**config.mk**
```make
export PLATFORM = sky130hd
export DESIGN_NAME = bin2bcd_seq
export DESIGN_NICKNAME = d
export VERILOG_FILES = /design/src/rtl/bin2bcd_pkg.sv /design/src/rtl/bcd_add3.sv /design/src/rtl/bin2bcd_seq.sv
export SDC_FILE = /design/constraint.sdc
export NUM_CORES = 1
export LEC_CHECK = 0
export BUFFER_PORTS_ARGS = -buffer_cell sky130_fd_sc_hd__buf_4
export CORE_ASPECT_RATIO = 0.6
export CORE_MARGIN = 3
export CORE_UTILIZATION = 25
export CTS_CLUSTER_DIAMETER = 60
export DETAILED_ROUTE_END_ITERATION = 12
export HOLD_SLACK_MARGIN = 0.12
export PLACE_DENSITY = 0.46
export SLEW_MARGIN = 20
export SYNTH_ARGS = -nofsm -noshare
export SYNTH_HDL_FRONTEND = slang
export SYNTH_HIERARCHICAL = 1
export SYNTH_SLANG_ARGS = --single-unit
```
**constraint.sdc**
```tcl
create_clock -name clk -period 5.97 [get_ports clk]
set_clock_uncertainty 0.15 [all_clocks]
set_input_delay 0.597 -clock clk [delete_from_list [all_inputs] [get_ports clk]]
set_output_delay 0.597 -clock clk [all_outputs]
set_load 0.02 [all_outputs]
```
**src/rtl/bin2bcd_pkg.sv**
```systemverilog
// Shared types and constants for the sequential double-dabble binary-to-BCD converter.
package bin2bcd_pkg;

  typedef enum logic [0:0] {
    StIdle,
    StConv
  } state_e;

  localparam int unsigned BCD_DIGIT_W = 4;
  localparam logic [BCD_DIGIT_W-1:0] ADD3_THRESH = 4'd5;
  localparam logic [BCD_DIGIT_W-1:0] BCD_NINE    = 4'd9;

  // Iteration counter must hold 0..bin_w-1.
  function automatic int unsigned cnt_width(input int unsigned bin_w);
    return (bin_w <= 32'd2) ? 32'd1 : $clog2(bin_w);
  endfunction

endpackage

```
**src/rtl/bcd_add3.sv**
```systemverilog
// Double-dabble correction cell: adds 3 to a BCD digit that is 5 or more.
module bcd_add3
  import bin2bcd_pkg::*;
(
  input  logic [BCD_DIGIT_W-1:0] digit,
  output logic [BCD_DIGIT_W-1:0] digit_adj
);

  always_comb begin
    digit_adj = digit;
    if (digit >= ADD3_THRESH) begin
      digit_adj = digit + BCD_DIGIT_W'(3);
    end
  end

endmodule

```
**src/rtl/bin2bcd_seq.sv**
```systemverilog
// Sequential binary-to-BCD converter, one shift-and-add-3 iteration per clock, with
// overflow saturation and a leading-zero blanking mask for the display path.
module bin2bcd_seq
  import bin2bcd_pkg::*;
#(
  parameter int unsigned BIN_W  = 16,
  parameter int unsigned DIGITS = 5
) (
  input  logic                          clk,
  input  logic                          rst,
  input  logic                          start,
  input  logic [BIN_W-1:0]              bin_in,
  output logic                          ready,
  output logic                          valid,
  output logic [BCD_DIGIT_W*DIGITS-1:0] bcd_out,
  output logic [DIGITS-1:0]             blank_mask,
  output logic                          overflow
);

  localparam int unsigned AccW = BCD_DIGIT_W * DIGITS;
  localparam int unsigned CntW = cnt_width(BIN_W);
  localparam logic [CntW-1:0]   LastCnt   = CntW'(BIN_W - 1);
  localparam logic [DIGITS-1:0] MaskReset = ~(DIGITS'(1));

  if (BIN_W < 4 || BIN_W > 32) begin : g_bin_w_check
    $fatal(1, "bin2bcd_seq: BIN_W must be within 4..32");
  end
  if (DIGITS < 1 || DIGITS > 10) begin : g_digits_check
    $fatal(1, "bin2bcd_seq: DIGITS must be within 1..10");
  end

  state_e           state_q, state_d;
  logic [BIN_W-1:0] shreg_q;
  logic [AccW-1:0]  acc_q, acc_adj, acc_next;
  logic [CntW-1:0]  cnt_q;
  logic             ovf_q, ovf_next;
  logic             accept, in_conv, last_iter;
  logic [AccW-1:0]  res_bcd;
  logic [DIGITS-1:0] res_mask;

  for (genvar g = 0; g < DIGITS; g++) begin : g_add3
    bcd_add3 u_add3 (
      .digit    (acc_q[g*BCD_DIGIT_W +: BCD_DIGIT_W]),
      .digit_adj(acc_adj[g*BCD_DIGIT_W +: BCD_DIGIT_W])
    );
  end

  // The bit leaving the top digit means the partial value no longer fits.
  assign acc_next = {acc_adj[AccW-2:0], shreg_q[BIN_W-1]};
  assign ovf_next = ovf_q | acc_adj[AccW-1];

  always_ff @(posedge clk) begin
    if (rst) begin
      state_q <= StIdle;
    end else begin
      state_q <= state_d;
    end
  end

  always_comb begin
    state_d = state_q;
    unique case (state_q)
      StIdle: begin
        if (start) begin
          state_d = StConv;
        end
      end
      StConv: begin
        if (cnt_q == LastCnt) begin
          state_d = StIdle;
        end
      end
      default: state_d = StIdle;
    endcase
  end

  always_comb begin
    ready   = (state_q == StIdle);
    in_conv = (state_q == StConv);
  end

  assign accept    = ready & start;
  assign last_iter = in_conv & (cnt_q == LastCnt);

  // Final result as seen after the last iteration, saturated on overflow.
  always_comb begin
    logic all_zero;
    res_bcd  = ovf_next ? {DIGITS{BCD_NINE}} : acc_next;
    res_mask = '0;
    all_zero = 1'b1;
    for (int i = DIGITS - 1; i >= 1; i--) begin
      all_zero    = all_zero & (res_bcd[i*BCD_DIGIT_W +: BCD_DIGIT_W] == '0);
      res_mask[i] = all_zero;
    end
  end

  always_ff @(posedge clk) begin
    if (rst) begin
      shreg_q    <= '0;
      acc_q      <= '0;
      cnt_q      <= '0;
      ovf_q      <= 1'b0;
      valid      <= 1'b0;
      bcd_out    <= '0;
      blank_mask <= MaskReset;
      overflow   <= 1'b0;
    end else begin
      valid <= last_iter;
      if (accept) begin
        shreg_q <= bin_in;
        acc_q   <= '0;
        cnt_q   <= '0;
        ovf_q   <= 1'b0;
      end else if (in_conv) begin
        shreg_q <= shreg_q << 1;
        acc_q   <= acc_next;
        cnt_q   <= cnt_q + CntW'(1);
        ovf_q   <= ovf_next;
      end
      if (last_iter) begin
        bcd_out    <= res_bcd;
        blank_mask <= res_mask;
        overflow   <= ovf_next;
      end
    end
  end

endmodule

```
**After elaboration in Yosys (flattened, before gate mapping)**

Cells that the tools add are included.

- Output and inout bits: 28
- Bits in registers: 68
- Input bits: 19
- Logic and storage cells: 45

- Equality and inequality tests: 1
- $add $sub $neg: 6
- Reduce and logical (&&, ||, !) cells: 6
- Bitwise operators: 7
- Mux-type cells: 11
- $lt $le $gt $ge: 5

Operators with widths:

| cell | number |
|---|---|
| 16-bit 2-to-1 mux | 2 |
| 4-bit by 2-bit adder with 4-bit output, second input constant | 5 |
| 4-bit by 3-bit >= comparator with 1-bit output, second input constant | 5 |
| 20-bit 2-to-1 mux | 1 |
| 4-bit 2-to-1 mux | 5 |
| 4-bit zero test | 4 |
| 1-bit bitwise AND | 5 |
| 4-bit by 1-bit adder with 4-bit output, second input constant | 1 |
| 4-bit equality test, second input constant | 1 |
| 1-bit 2-to-1 mux | 2 |
| 1-bit case mux with 2 select lines | 1 |
| 2-bit nonzero test | 1 |
| 2-bit OR reduction | 1 |
| 1-bit NOT | 1 |
| 1-bit bitwise OR | 1 |

**Depth between registers and ports, before layout**

- Word-level depth: 8
- Mapped depth: 9
- Depth with buffers taken out: 8

**Cells and area by module**

The synthesis kept the hierarchy.

Modules (own cells, without submodules):

| module | times used | cells each | area an instance (µm²) |
|---|---|---|---|
| bin2bcd_seq | 1 | 292 | 2,665.1 |
| bcd_add3 | 5 | 16 | 101.3 |

**Worst setup path after synthesis**

No wires, ideal clock.

- Path kind: flip-flop to flip-flop
- Start point: register acc_q[17]
- End point: register blank_mask[1]
- Stages on the path, launching flop included: 9
- Library setup time: 0.096 ns
- Data required time: 5.724 ns
- Buffers on the path: 0
- Arrival: 1.695 ns
- Slack: 4.029 ns
- Path through: dfxtp_1 -> inv_1 -> ha_1 -> nand2b_1 -> a21oi_2 -> xnor2_1 -> nor4_1 -> nand3_1 -> o41ai_2

- Elaborated cells between the ends (all ways): 12

RTL lines:

| element | RTL line | text |
|---|---|---|
| start, declared | bin2bcd_seq.sv:34 | `logic [AccW-1:0] acc_q, acc_adj, acc_next;` |
| start signal, assigned | bin2bcd_seq.sv:116 | `acc_q <= acc_next;` |
| 4-bit by 3-bit >= comparator with 1-bit output | bcd_add3.sv:11 | `if (digit >= ADD3_THRESH) begin` |
| 4-bit 2-to-1 mux | bcd_add3.sv:11 |  |
| via acc_adj[16] | bin2bcd_seq.sv:34 |  |
| 20-bit 2-to-1 mux | bin2bcd_seq.sv:88 | `res_bcd = ovf_next ? {DIGITS{BCD_NINE}} : acc_next;` |
| 4-bit zero test | bin2bcd_seq.sv:92 | `all_zero = all_zero & (res_bcd[i*BCD_DIGIT_W +: BCD_DIGIT_W] == '0);` |
| 1-bit bitwise AND (3 in series) | bin2bcd_seq.sv:92 |  |
| end signal, assigned | bin2bcd_seq.sv:105 | `blank_mask <= MaskReset;` |
| end signal, assigned | bin2bcd_seq.sv:122 | `blank_mask <= res_mask;` |
| end, declared | bin2bcd_seq.sv:16 | `output logic [DIGITS-1:0] blank_mask,` |

The timed path passes the listed nets, and every way through them passes these cells.
A chain may end at the register's enable or synchronous reset.

**Worst setup path after layout**

- Start point: register state_q, in the netlist in_conv
- End point: output port ready

- Longest elaborated chain between the ends: 1

RTL lines:

| element | RTL line | text |
|---|---|---|
| start, declared | bin2bcd_seq.sv:32 | `state_e state_q, state_d;` |
| start signal, assigned | bin2bcd_seq.sv:54 | `state_q <= StIdle;` |
| start signal, assigned | bin2bcd_seq.sv:56 | `state_q <= state_d;` |
| 1-bit NOT | bin2bcd_seq.sv:78 | `ready = (state_q == StIdle);` |
| end, declared | bin2bcd_seq.sv:13 | `output logic ready,` |

Every way passes these cells.

==> impl_results.md <==
* Clk pwr share at 0.484
* Crit-path leading delay family: buffers and inverters
* RSZ-0062 raised after global routing: no
* Cells after synthesis at roughly 370
* Worst-Margin Slew at a little under 1000 ps
* Main flop type after synthesis: dfxtp_1
* Gr busiest metal: met2
* I/O pins at 47
* First-pass GRT wire length at ~12,000 µm
* DR vias at 2,509
* Max Fclk at 384.6 MHz
* Crit path buf inv count at 3
* Synth Cell Area at 3172 µm²
* Initial Utilization at 0.2596
* CTS Sinks at 68
* Max-slew violations at 0
* Final Hold Fails at 0
* Finish-stage setup viols at 0
* ANT nets after route at 0
* Share of layout cells above drive strength 1 at 0.2078
* Final GP Congestion at ~0.75
* PnR worst setup slack at 3370 ps
* Combinational share of power at 0.056
* Post-synth EDFFs at 0
* Register bit total from synthesis at 68
* Initial antenna violation count at 0
* Top cell type's share of synthesized area at 0.4292
* Rel. slew slack at 0.3386
* Post-cts resize count at 0
* Vias per cell at 4.371
* Diodes inserted at 0
* Power per Cell Area at 263.7 nW/µm²
* Crit path DAT at 1850 ps
* Syn Nets at 402
* Final WL at around 7500 µm
* Slowest Stage Delay on Critical Path at 500 ps
* CP Class: flop to primary output
* Met1 Use GR at 0.1596
* Mux contribution to synthesized area at 0.1385
* Fillers at 1,316
* Nets at 436
* Worst setup SP type: flop
* Internal power at 0.7975 mW
* Yosys warning total at 6
* Tmin final at 2600 ps
* Max rail drop VDD at 0.1323 mV
* Postcts setup bufs at 0
* CTS Buffer Depth at 2
* Routed len/inst at 13.14 µm
* Status: complete, no violations
* Clock-pin slew on the worst setup and hold paths at ~50 ps
* Register-to-Register Setup Slack at 3400 ps
* Top post-synthesis cells by area: dfxtp_1, mux2i_1, nand2_1, mux2_2, nor2_1
* Crit Reg-Reg Endpoint: blank_mask[1]$_SDFFE_PP1P_
* Multi-input combinational cell area at between 1500 and 2000 µm²
* Count of cell types in the netlist at 33
* Die area at ~14,000 µm²
* Most common cell after layout, fill and taps aside: dfxtp_1
* Register area at 1363 µm²
* Final worst path period share at 0.4355
* Num rows at 31
* Hold wc startpoint: shreg_q[11]$_SDFFE_PP0P_
* Simple-gate share of the synthesized area at 0.2181
* Sequential fraction of design power at 0.460
* Post-Place Worst Slack at 3400 ps
* Htree depth at 3
* Setup_tns at 0 ps
* Net Sw Frac at 0.2172
* Overall Global Routing Usage at 0.1132
* DRT Pass-1 Iters at 4
* M2 GR Usage at 0.1622
* DR iter-0 viols at 93
* Core Region at approximately 12,000 µm²
* Final Cell Area at just under 4000 µm²
* Placed cells at 560
* Hold path endpoint: shreg_q[12]$_SDFFE_PP0P_
* DRC Markers at 0
* Syn_area_per_cell at roughly 8.5 µm²
* Largest family of logic cells by synthesized area: simple AND/OR/NAND/NOR gates
* Die width at 151.4 µm
* Routing usage on met3 at 0.04165
* CTS Root Cell: clkbuf_16
* Die H at 93.25 µm
* Async SR Flop Fraction at 0
* Critical path startpoint: in_conv$_SDFF_PP0_
* Worst-path cell chain: buf_4 > inv_2 > buf_4
* Worst setup EP type: primary output
* Area after DPL at 3587 µm²
* Post-DP HPWL at 5138 µm
* Post-synthesis to final-layout area growth at 21.81%
* Slowest cell on crit path: dfxtp_2
* Worst skew pair latency at approximately 330 ps
* XOR/XNOR Fraction of Synth Area at 0.02209
* CP required at roughly 5200 ps
* Commonest non-fill, non-tap cells in the layout: dfxtp_1, nand2_1, buf_4, nor2_1, a21oi_1
* CP Max Fanout at 32
* Hold Buf Count CTS at 0
* Largest net degree at the start of global routing at 45
* Cell Count, Final, Fillers Out at ~570
* Net switching power at between 0.2 and 0.25 mW
* Max Cap Viol at 0
* Vias in the first global route at 2,472
* TritonCTS buffer count at 9
* Compound-cell area share of the yosys netlist at 0.09112
* Pwr Total at 1.019 mW
* Post-synthesis adder-cell area fraction at 0.04339
* GR Overflow Total at 0
* Most common cell on crit path: buf_4
* Leak at approximately 1.6 nW
* Worst Hold Depth at 2
* Cell taking the most area after synthesis: dfxtp_1
* CTS tree: done
* Critical R2R Launch: acc_q[17]$_SDFFE_PP0P_
* # port buffers at 45
* Reg2Reg Depth at 8
* Seq/Total Area, Yosys at 0.4292
* Worst hold path class: flop to flop
-- final cells by class --
class,count,share of cell area
flip-flops and latches,68,0.3527
repair buffers,46,0.08938
well taps,165,0.05343
multi-input cells,270,0.4223
inverters,11,0.01069
clock inverters,2,0.002591
clock buffers,12,0.06898
-- power by group through the flow --
| stage | Combinational [mW] | Clock (mW) | Sequential (mW) |
|---|---|---|---|
| floorplan | 0.0447 | 0 | 0.475 |
| global placement | 0.0576 | 0 | 0.478 |
| detailed placement | 0.0574 | 0 | 0.478 |
| CTS | 0.0575 | 0.509 | 0.468 |
| global route | 0.0630 | 0.532 | 0.469 |
| finish | 0.0569 | 0.493 | 0.468 |
-- routing by layer --
metal | part of all wire | up-vias
li1 | - | 1314
met1 | 0.53 | 1150
met2 | 0.41 | 37
met3 | 0.047 | 8
met4 | 0.0098 | 0
met5 | 0 | -
-- worst max path at each step --
stage | end | slack, ps | cells past startpoint
after detailed placement | blank_mask[1]$_SDFFE_PP1P_ | 3400 | 8
after global routing | blank_mask[1]$_SDFFE_PP1P_ | 3170 | 8
after global placement | blank_mask[1]$_SDFFE_PP1P_ | 3500 | 8
final | ready | 3370 | 3
after floorplan | blank_mask[1]$_SDFFE_PP1P_ | 4030 | 8
after CTS | ready | 3350 | 3
-- flip-flops by register name, summed over array words and instances, names as in the netlist --
signal / count
acc_q: 20
bcd_out: 20
blank_mask: 4
cnt_q: 4
in_conv: 1
overflow: 1
ovf_q: 1
shreg_q: 16
valid: 1
-- tightest hold or removal path: stages, from the launching register on --
cell     delay (ps)
dfxtp_1         300
nand2_1          50
a21oi_1          50
-- logic make-up after synthesis --
group	Yosys count
AOI/OAI and AO/OA	50
other	1
buffers and inverters	34
xor gates and xnor gates	8
muxes	42
adders and majority gates	11
and+or+nand+nor	158
DFF	68
-- cell usage after synthesis (2+ instances only) --
cell type	n
dfxtp_1	68
nand2_1	62
nor2_1	44
a21oi_1	29
mux2i_1	27
nor3_1	22
mux2_2	15
ha_1	11
nand3_1	11
inv_1	10
nand2b_1	10
buf_2	8
clkbuf_1	8
o21ai_0	7
xnor2_1	6
a21oi_2	5
o21ai_1	5
buf_6	4
buf_4	3
nor4_1	3
xor2_1	2
-- stage by stage --
step                utilization  hold WS (ps)
finish                   0.3162         298.2
CTS                      0.3162         302.8
floorplan                     -         279.4
global placement         0.2936         291.4
global route             0.3162         315.2
detailed placement       0.2936         294.7
Power figures use the tool's default switching activity.
